### src/rtl/mem_port_arbiter.sv
// Arbitrates one single-ported memory between the fetch (IF) and load/store (LS) ports.
// One transaction in flight, round-robin on contention, watchdog-forced error completion.
module mem_port_arbiter #(
    parameter int unsigned TIMEOUT_CYCLES = 64,
    parameter int unsigned CNT_W = ($clog2(TIMEOUT_CYCLES + 1) > 0) ? $clog2(TIMEOUT_CYCLES + 1) : 1
) (
    input  logic        clk,
    input  logic        rst_n,

    input  logic        if_req,
    input  logic [31:0] if_addr,
    output logic        if_gnt,
    output logic        if_rvalid,
    output logic [31:0] if_rdata,
    output logic        if_err,

    input  logic        ls_req,
    input  logic        ls_we,
    input  logic [31:0] ls_addr,
    input  logic [31:0] ls_wdata,
    input  logic [3:0]  ls_wstrb,
    output logic        ls_gnt,
    output logic        ls_rvalid,
    output logic [31:0] ls_rdata,
    output logic        ls_err,

    output logic        mem_req,
    output logic        mem_we,
    output logic [31:0] mem_addr,
    output logic [31:0] mem_wdata,
    output logic [3:0]  mem_wstrb,
    input  logic        mem_ready,
    input  logic        mem_rvalid,
    input  logic [31:0] mem_rdata,

    output logic        busy
);

    localparam logic        WD_EN    = (TIMEOUT_CYCLES != 0);
    localparam int unsigned CNT_LAST = (TIMEOUT_CYCLES != 0) ? TIMEOUT_CYCLES - 1 : 0;
    localparam logic        OWN_IF   = 1'b0;
    localparam logic        OWN_LS   = 1'b1;

    typedef enum logic [1:0] {
        ST_IDLE = 2'd0,
        ST_REQ  = 2'd1,
        ST_WAIT = 2'd2
    } state_e;

    typedef struct packed {
        logic        we;
        logic [31:0] addr;
        logic [31:0] wdata;
        logic [3:0]  wstrb;
    } mem_cmd_t;

    state_e           r_state;
    state_e           w_state_nxt;
    logic             r_owner;
    logic             r_last_owner;
    logic             r_mem_req;
    mem_cmd_t         r_cmd;
    mem_cmd_t         w_cmd_nxt;
    logic [CNT_W-1:0] r_cnt;

    logic             w_any_req;
    logic             w_pick_ls;
    logic             w_complete;
    logic             w_timeout;
    logic             w_resp;
    logic [31:0]      w_rdata;

    // On contention the port that did not own the previous transaction wins
    assign w_any_req  = if_req | ls_req;
    assign w_pick_ls  = ls_req & (~if_req | (r_last_owner == OWN_IF));
    assign w_complete = (r_state == ST_WAIT) & mem_rvalid;
    assign w_timeout  = WD_EN & (r_state != ST_IDLE) & (r_cnt == CNT_W'(CNT_LAST)) & ~w_complete;
    assign w_resp     = rst_n & (w_complete | w_timeout);
    assign w_rdata    = (w_complete & ~r_cmd.we) ? mem_rdata : 32'h0;

    // Command captured from the winning port; fetches are always reads
    always_comb begin
        w_cmd_nxt = '0;
        if (w_pick_ls) begin
            w_cmd_nxt.we    = ls_we;
            w_cmd_nxt.addr  = ls_addr;
            w_cmd_nxt.wdata = ls_wdata;
            w_cmd_nxt.wstrb = ls_we ? ls_wstrb : 4'b0000;
        end else begin
            w_cmd_nxt.addr  = if_addr;
        end
    end

    always_ff @(posedge clk) begin
        if (!rst_n) begin
            r_state <= ST_IDLE;
        end else begin
            r_state <= w_state_nxt;
        end
    end

    always_comb begin
        w_state_nxt = r_state;
        case (r_state)
            ST_IDLE: begin
                if (w_any_req) begin
                    w_state_nxt = ST_REQ;
                end
            end
            ST_REQ: begin
                if (w_timeout) begin
                    w_state_nxt = ST_IDLE;
                end else if (mem_ready) begin
                    w_state_nxt = ST_WAIT;
                end
            end
            ST_WAIT: begin
                if (w_complete || w_timeout) begin
                    w_state_nxt = ST_IDLE;
                end
            end
            default: w_state_nxt = ST_IDLE;
        endcase
    end

    // Latched command, ownership and watchdog counter
    always_ff @(posedge clk) begin
        if (!rst_n) begin
            r_owner      <= OWN_IF;
            r_last_owner <= OWN_IF;
            r_mem_req    <= 1'b0;
            r_cmd        <= '0;
            r_cnt        <= '0;
        end else begin
            case (r_state)
                ST_IDLE: begin
                    if (w_any_req) begin
                        r_owner   <= w_pick_ls ? OWN_LS : OWN_IF;
                        r_cmd     <= w_cmd_nxt;
                        r_cnt     <= '0;
                        r_mem_req <= 1'b1;
                    end
                end
                ST_REQ: begin
                    r_cnt <= r_cnt + CNT_W'(1);
                    if (w_timeout || mem_ready) begin
                        r_mem_req    <= 1'b0;
                        r_last_owner <= r_owner;
                    end
                end
                ST_WAIT: begin
                    r_cnt <= r_cnt + CNT_W'(1);
                    if (w_timeout) begin
                        r_last_owner <= r_owner;
                    end
                end
                default: begin
                    r_mem_req <= 1'b0;
                end
            endcase
        end
    end

    // Grants and responses are combinational and suppressed while reset is held
    always_comb begin
        if_gnt    = 1'b0;
        ls_gnt    = 1'b0;
        if_rvalid = 1'b0;
        ls_rvalid = 1'b0;
        if_err    = 1'b0;
        ls_err    = 1'b0;
        if_rdata  = 32'h0;
        ls_rdata  = 32'h0;
        if (rst_n && (r_state == ST_IDLE) && w_any_req) begin
            if (w_pick_ls) begin
                ls_gnt = 1'b1;
            end else begin
                if_gnt = 1'b1;
            end
        end
        if (w_resp) begin
            if (r_owner == OWN_LS) begin
                ls_rvalid = 1'b1;
                ls_err    = ~w_complete;
                ls_rdata  = w_rdata;
            end else begin
                if_rvalid = 1'b1;
                if_err    = ~w_complete;
                if_rdata  = w_rdata;
            end
        end
    end

    assign mem_req   = r_mem_req;
    assign mem_we    = r_cmd.we;
    assign mem_addr  = r_cmd.addr;
    assign mem_wdata = r_cmd.wdata;
    assign mem_wstrb = r_cmd.wstrb;
    assign busy      = (r_state != ST_IDLE);

endmodule

### config.mk
export PLATFORM = sky130hd
export DESIGN_NAME = mem_port_arbiter
export DESIGN_NICKNAME = d
export VERILOG_FILES = /design/src/rtl/mem_port_arbiter.sv
export SDC_FILE = /design/constraint.sdc
export NUM_CORES = 1
export LEC_CHECK = 0
export CAP_MARGIN = 40
export CORE_AREA = 2 2 107 109
export CTS_CLUSTER_DIAMETER = 100
export DETAILED_ROUTE_END_ITERATION = 7
export DIE_AREA = 0 0 109 111
export PLACE_DENSITY = 0.83
export SYNTH_ARGS = -nofsm -noshare
export SYNTH_HDL_FRONTEND = slang
export SYNTH_SLANG_ARGS = --single-unit
### constraint.sdc
create_clock -name clk -period 5.9 [get_ports clk]
set_input_delay 1.18 -clock clk [delete_from_list [all_inputs] [get_ports clk]]
set_output_delay 1.18 -clock clk [all_outputs]
set_load 0.02 [all_outputs]
# Word-level counts from Yosys, hierarchy flattened

Index checks and enable logic that the tools add are counted.

Word-level logic and storage cells: 80
Bits in registers: 81
Bits of input ports: 139

Multiplexer cells: 34
Add/sub/neg operators: 1
Bitwise logic cells: 14
Reductions and logical operators: 14
Eq/ne operators: 8

Operators with widths:

| cell                                                                   | number |
|---|---|
| 32-bit 2-to-1 mux                                                      | 6 |
| 36-bit 2-to-1 mux                                                      | 1 |
| 1-bit 2-to-1 mux                                                       | 17 |
| 7-bit case mux with 2 select lines                                     | 1 |
| 3-bit AND reduction                                                    | 3 |
| 2-bit 2-to-1 mux                                                       | 4 |
| 7-bit by 1-bit adder with 7-bit output (second input constant)         | 1 |
| 7-bit by 6-bit equality test with 1-bit output (second input constant) | 1 |
| 7-bit 2-to-1 mux                                                       | 1 |
| 1-bit bitwise AND                                                      | 6 |
| 2-bit inequality test (second input constant)                          | 3 |
| 2-bit case mux with 3 select lines                                     | 1 |
| 2-bit nonzero test                                                     | 3 |
| 1-bit NOT                                                              | 5 |
| 4-bit 2-to-1 mux                                                       | 1 |
| 2-bit AND reduction                                                    | 2 |
| 3-bit inequality test (second input constant)                          | 1 |
| 1-bit bitwise OR                                                       | 3 |
| 1-bit case mux with 3 select lines                                     | 1 |
| 2-bit by 1-bit equality test with 1-bit output (second input constant) | 1 |
| 2-bit equality test (second input constant)                            | 1 |
| 1-bit logical AND                                                      | 2 |
| 2-bit zero test                                                        | 1 |
| 1-bit logical OR                                                       | 2 |
| other kinds (3)                                                        | 3 |

# Longest topological paths before layout

Gate-level depths: netlist of run 1.

Word-level depth: 7
Depth in mapped cells: 9
Gate-level depth less buffers: 7

# Least setup slack after synthesis of run 1

OpenSTA, ideal clock, no wires.

Path kind: input-to-output
Start point: input rst_n
End point: output if_gnt
Arrival time: 2.280 ns
Data required time: 4.720 ns
Buffers on the path: 3
Stages: 5
Path slack: 2.440 ns
Path through: clkbuf_1 clkbuf_1 clkbuf_1 nand2_1 nor2_1

Longest elaborated chain between the ends: 3

Ends and longest elaborated chain:

| element                        | RTL line | RTL |
|---|---|---|
| start, declared                | 8        | `input logic rst_n,` |
| 1-bit logical AND (2 in a row) | 174      | `if (rst_n && (r_state == ST_IDLE) && w_any_req) begin` |
| 1-bit 2-to-1 mux               | 174      |  |
| end, declared                  | 12       | `output logic if_gnt,` |

Every way passes these cells.

# Final worst setup path of run 1

Start point: input ls_req
End point: output ls_gnt

Longest elaborated chain between the ends: 3
Elaborated cells on any way between the ends: 5

Ends and longest elaborated chain:

| element                                               | RTL line | RTL |
|---|---|---|
| start, declared                                       | 17       | `input logic ls_req,` |
| 1-bit bitwise AND or 1-bit bitwise OR (tied branches) | 75, 74   |  |
| 1-bit 2-to-1 mux or 1-bit logical AND (tied branches) | 175, 174 |  |
| 1-bit 2-to-1 mux *                                    | 174      |  |
| end, declared                                         | 22       | `output logic ls_gnt,` |

Every way passes the cells marked *; elsewhere a longest branch is shown, timed or not.

==> results of run 1 <==
## cells in the final DEF (no fill, tap or decap), types with 3 or more instances in the layout
cell type	instances
nand3_1	5
o211a_1	32
a22oi_1	4
nor2_1	11
nand4_1	4
clkdlybuf4s50_1	279
and2_1	3
mux2i_1	35
xor2_1	3
nor2b_1	8
dfxtp_1	81
inv_1	4
ha_1	5
clkbuf_16	9
o21ai_0	6
a22o_1	32
nand2_1	46
and3_1	67
clkinv_4	3
buf_4	5
## layer usage
metal | global-route usage | vias up | share of wire
met3 | 0.06526 | 14 | 0.089
li1 | - | 2018 | -
met4 | 0.07179 | 0 | 0.016
met1 | 0.2118 | 1887 | 0.35
met5 | 0 | - | 0
met2 | 0.4054 | 180 | 0.54
## cells by family (layout without fill, tap and decap cells)
family,Yosys count,after routing,synth area share
AO/OA/AOI/OAI,88,88,0.2012
multiplexers,36,36,0.09347
buffers and inverters,42,307,0.04528
flip-flops,81,81,0.4191
adder cells (fa/ha/maj),5,5,0.01617
AND/OR/NAND/NOR,154,154,0.2157
XOR/XNOR,4,4,0.009057
## power breakdown
| part | switching, W | total [W] | internal, W |
|---|---|---|---|
| combinational | 0.000548 | 0.00105 | 0.000500 |
| sequential | 0.0000852 | 0.000774 | 0.000689 |
| clock | 0.000228 | 0.000559 | 0.000331 |
| total | 0.000862 | 0.00238 | 0.00152 |
## critical path, cell delays in order
cell and delay [ns]:
clkdlybuf4s50_1 0.57, a21boi_4 0.66, and3_1 0.27, clkdlybuf4s50_1 0.63
## state kept, by name, indices dropped and copies added (netlist names)
register and cells:
r_state 2, mem_wstrb 4, r_cnt 7, mem_wdata 32, mem_addr 32, r_last_owner 1, mem_req 1, r_owner 1
mem_we 1
## how the worst max path moves through the flow
stage,start,endpoint,cells after the start
after detailed placement,mem_rvalid,if_rdata[0],5
after CTS,mem_rvalid,if_rdata[0],5
after global routing,mem_rvalid,ls_rdata[12],6
after floorplan,rst_n,if_gnt,5
after global placement,mem_rvalid,ls_rdata[12],5
final,ls_req,ls_gnt,4
## metrics by stage
step / utilization / cell area, um2 / power (W)
3_3_place_gp: 0.6087 / 6743 / 0.001784
5_1_grt: 0.6408 / 7098 / 0.002513
6_report: 0.6408 / 7098 / 0.002381
3_5_place_dp: 0.6122 / 6782 / 0.001832
2_1_floorplan: - / 3869 / 0.001348
4_1_cts: 0.6398 / 7087 / 0.002402
## synth_stat cells (all sizes together), types with 3 or more instances
cell type | instances | area (um2)
a21boi | 3 | 22.52
a21oi | 4 | 23.77
a22o | 32 | 280.3
a22oi | 4 | 30.03
and2 | 3 | 18.77
and3 | 67 | 419.2
buf | 16 | 77.58
clkbuf | 22 | 82.58
dfxtp | 81 | 1622
ha | 5 | 62.56
inv | 4 | 15.01
mux2i | 35 | 350.3
nand2 | 46 | 172.7
nand3 | 6 | 42.54
nand4 | 4 | 25.02
nor2 | 13 | 48.80
nor2b | 8 | 50.05
o211a | 32 | 320.3
o21ai | 7 | 35.03
xor2 | 3 | 26.28
## area by class of cell
cell class | count | area share
multi-input combinational | 287 | 0.2954
tap | 143 | 0.02521
clock buffer | 9 | 0.03173
inverter | 4 | 0.002115
clock inverter | 7 | 0.01128
timing repair buffer | 287 | 0.4058
sequential | 81 | 0.2285
==> flow_summary.ini, run 1 <==
[setup_path]
start_kind = primary input
cp_max_fo = 18
critPathArrivalTime_ns = 3.32
critPathCaptureType = primary output
required_ns = 4.72
rrSetupSlack_ns = 3.79
r2r_start = r_state[0]$_SDFFE_PN0P_
reg2reg_depth = 7
worstReg2RegEnd = r_state[0]$_SDFFE_PN0P_
critPathKind = in -> out

[global_routing]
grtUsageTotal = 0.2126
grt_pass1_vias = 3989
antenna_found_initial = 0
grt_start_max_net_pins = 66
gr-total-overflow = 0
grt_pass1_wl_mm = 20.10

[yosys]
synth-edff-count = 0
synth_nets = 554
netlist_area_mm2 = 0.003869
ys_ff_latch = 81
synth_warnings = 0
avgSynthCellArea_um2 = 9.436
synth-seq-area-share = 0.4191
syn-instance-count = 410
async_flop_share = 0
synth-main-ff-cell = dfxtp_1
ys_types = 40

[timing]
finalHoldViolCount = 0
min_period_ns = 4.495
timing.final.crit_share = 0.7619
worst_pin_slew_ns = 0.7473
fin_ws_ns = 1.405
setup_viol_count_final = 0
relSlewSlack = 0.5006
clock_skew_ns = 0.005731
fmax_mhz = 222.5
drv_slew = 0
fin_hold_ws_ns = 0.4695
setup_tns_ns = 0
grt_setup_unrepaired = false

[finish]
area_growth_pct = 83.47
final_nets = 814
fin_cells = 818
final-seq-area_mm2 = 0.001622
drive_gt1_frac = 0.05037
n_antenna_cell = 0
multi_input_area_mm2 = 0.002097
n_fill_cell = 908

[placed_design]
place_hpwl_mm = 10.28
globalplace.congestion = 0.7941
io_buffers = 279
preCtsSetupSlack_ns = 1.052
dp_cells = 801

[drt]
routed_wl_mm = 13.23
drt_iter0_markers = 209
drc = 0
wl_per_cell_um = 16.17
via_count = 4099
first_pass_iters = 4
drtAntennaViolNets = 0
post_drt_via_cell_ratio = 5.011

[cts]
clock-root-buffer = clkbuf_16
clkTransAtPathRegs_ns = 0.06
cts_resized = 0
tritoncts = done
hold_buffers = 0
clk_latency_ns = 0.33
clock_path_buffers = 2
cts_setup_buffers = 0
htreeDepth = 3
cts_buffers = 9
cts_sinks = 81

[power_and_ir_drop]
p_per_area_mw_per_mm2 = 335.5
irDropWorstVdd_mv = 0.2231
leakagePower_nw = 3.220

[hold_path]
hp-class = reg -> reg
min_path_cells = 2
hold_end = mem_req$_SDFFE_PN0P_
min_from = mem_req$_SDFFE_PN0P_

[floorplan]
start_util = 0.3493
die_y_um = 111
num_rows = 39
chipWidth_um = 109
die-area_mm2 = 0.01210
io_pins = 280
core_area_mm2 = 0.01108

[outcome]
outcome = completed

[run]
cap_viol_max_count = 0
No activity file was read; power rests on OpenSTA's default activity.
==> inputs of run 2 (changes only) <==
--- a/config.mk
+++ b/config.mk
@@ -6,11 +6,11 @@
 export NUM_CORES = 1
 export LEC_CHECK = 0
 export CAP_MARGIN = 40
-export CORE_AREA = 2 2 107 109
+export CORE_MARGIN = 2
+export CORE_UTILIZATION = 31
 export CTS_CLUSTER_DIAMETER = 100
 export DETAILED_ROUTE_END_ITERATION = 7
-export DIE_AREA = 0 0 109 111
-export PLACE_DENSITY = 0.83
+export PLACE_DENSITY = 0.77
 export SYNTH_ARGS = -nofsm -noshare
 export SYNTH_HDL_FRONTEND = slang
 export SYNTH_SLANG_ARGS = --single-unit
==> constraint.sdc (replaced) <==
create_clock -name clk -period 4 [get_ports clk]
set_input_delay 0.8 -clock clk [delete_from_list [all_inputs] [get_ports clk]]
set_output_delay 0.8 -clock clk [all_outputs]
set_load 0.02 [all_outputs]
==> run 2 against run 1 <==
Compared with the run above:
- via count grew 0.44%
- sequential cell count is the same
- non-clock buffer count grew 1
- sequential power grew 47%
- routed wire length grew 1.3%
- first-iteration DRC count shrank 31%
- clock power grew 41%
- setup slack lost 0.98 ns
- combinational power grew 46%
- global-route usage shrank 2.2 points
- final area is essentially flat
- critical path depth grew 4
- largest power group unchanged
==> flow_summary.ini, run 2 (synthesis results as in run 1) <==
[outcome]
outcome = completed

[power_and_ir_drop]
leakagePower_nw = 3.214
irDropWorstVdd_mv = 0.2576
switching_power_w = 0.001278
p_seq_frac = 0.330
p_per_area_mw_per_mm2 = 487.1
clkPwrFrac = 0.228
swShare = 0.3699
internal_power_w = 0.002178
comb_power_share = 0.442

[setup_path]
critPathCaptureType = primary output
worstReg2RegEnd = r_state[1]$_SDFFE_PN0P_
start_kind = flip-flop
critPathArrivalTime_ns = 2.78
critPathKind = reg -> out
r2r_start = r_state[0]$_SDFFE_PN0P_
required_ns = 3.20
rrSetupSlack_ns = 1.89
reg2reg_depth = 7
cp_max_fo = 34

[global_routing]
use_met2 = 0.3485
grt_start_max_net_pins = 66
grtUsageTotal = 0.1905
grt_use_met3 = 0.05230
busiest_layer = met2
grt_pass1_vias = 3908
gr-total-overflow = 0
grtUsageMet1 = 0.2074
grt_pass1_wl_mm = 19.91
antenna_found_initial = 0

[timing]
setup_viol_count_final = 0
min_period_ns = 3.576
clock_skew_ns = 0.006079
grt_setup_unrepaired = false
worst_pin_slew_ns = 0.6033
finalHoldViolCount = 0
drv_slew = 0
setup_tns_ns = 0
relSlewSlack = 0.5978
timing.final.crit_share = 0.8939
fmax_mhz = 279.7

[hold_path]
hold_end = mem_req$_SDFFE_PN0P_
hp-class = reg -> reg
min_from = mem_req$_SDFFE_PN0P_
min_path_cells = 2

[drt]
wl_per_cell_um = 15.88
routed_wl_mm = 13.40
drt_iter0_markers = 144
post_drt_via_cell_ratio = 4.878
via_count = 4117
drc = 0
first_pass_iters = 5
drtAntennaViolNets = 0

[cts]
cts_setup_buffers = 0
cts_buffers = 9
clk_latency_ns = 0.33
tritoncts = done
clock_path_buffers = 2
htreeDepth = 3
clock-root-buffer = clkbuf_16
cts_resized = 0
hold_buffers = 0
cts_sinks = 81
clkTransAtPathRegs_ns = 0.06

[finish]
final-seq-area_mm2 = 0.001622
n_fill_cell = 1031
drive_gt1_frac = 0.05473
mostFrequentLayoutCells = clkdlybuf4s50_1 (277), dfxtp_1 (81), and3_1 (67), nand2_1 (46), mux2i_1 (35)
final_common_cell = clkdlybuf4s50_1
final_nets = 815
n_antenna_cell = 0
area_growth_pct = 83.41
fin_cells = 844
multi_input_area_mm2 = 0.002097

[placed_design]
place_hpwl_mm = 10.61
dp_cells = 828
globalplace.congestion = 0.8024
io_buffers = 279

[floorplan]
start_util = 0.3194
die-area_mm2 = 0.01339
core_area_mm2 = 0.01211
chipWidth_um = 115.7
io_pins = 280
die_y_um = 115.7
num_rows = 40

[run]
cap_viol_max_count = 0
[run 2: cell types whose count changed in the layout (fill, tap and decap cells not counted)]
cell and delta:
clkdlybuf4s50_1 -2, buf_12 +1, buf_16 -1, buf_6 -2, buf_4 +4, buf_2 +1, inv_8 +1, clkinv_4 -2
bufinv_16 -1, inv_6 +2
[run 2: per-layer routing]
metal,vias up,part of all wire
met5,-,0
met4,0,0.021
met3,20,0.085
met2,188,0.51
met1,1889,0.38
li1,2020,-
[run 2: through the flow]
step	area, um2	hold WS (ns)	total power [W]	util	worst slack (ns)
finish	7096	0.4741	0.003456	0.5858	0.4242
global route	7096	0.4923	0.003653	0.5858	0.2589
CTS	7096	0.4820	0.003495	0.5858	0.4070
detailed placement	6809	0.4557	0.002690	0.5622	0.4787
global placement	6809	0.4564	0.002652	0.5622	0.5161
floorplan	3869	0.4515	0.001989	-	1.300
[run 2: worst max path at each step]
stage                   end               startpoint
3_3_place_gp   ls_rdata[27]               mem_rvalid
6_report       if_rdata[18]  r_state[0]$_SDFFE_PN0P_
2_1_floorplan        if_gnt                    rst_n
5_1_grt        if_rdata[25]  r_state[0]$_SDFFE_PN0P_
4_1_cts         if_rdata[5]  r_state[0]$_SDFFE_PN0P_
3_5_place_dp    if_rdata[5]               mem_rvalid
[run 2: cell type report]
| type | instances | share of cell area |
|---|---|---|
| clock buffers | 9 | 0.03174 |
| clock inverters | 7 | 0.008640 |
| inverters | 4 | 0.002116 |
| multi-input cells | 287 | 0.2955 |
| flip-flops and latches | 81 | 0.2285 |
| well taps | 168 | 0.02962 |
| repair buffers | 288 | 0.4038 |
[run 2: worst max-delay path: stages (launching register included)]
cell	delay [ns]
dfxtp_1	0.35
inv_1	0.09
ha_1	0.35
nor2_1	0.27
nand3_4	0.15
a21oi_2	0.16
buf_4	0.26
and3_1	0.20
clkdlybuf4s50_1	0.60
[run 2: power by group through the flow]
stage / logic (W) / registers (W) / clock network (W)
3_3_place_gp: 0.00151 / 0.00114 / 0
3_5_place_dp: 0.00154 / 0.00115 / 0
4_1_cts: 0.00155 / 0.00114 / 0.000809
5_1_grt: 0.00165 / 0.00116 / 0.000845
2_1_floorplan: 0.000630 / 0.00136 / 0
6_report: 0.00153 / 0.00114 / 0.000789
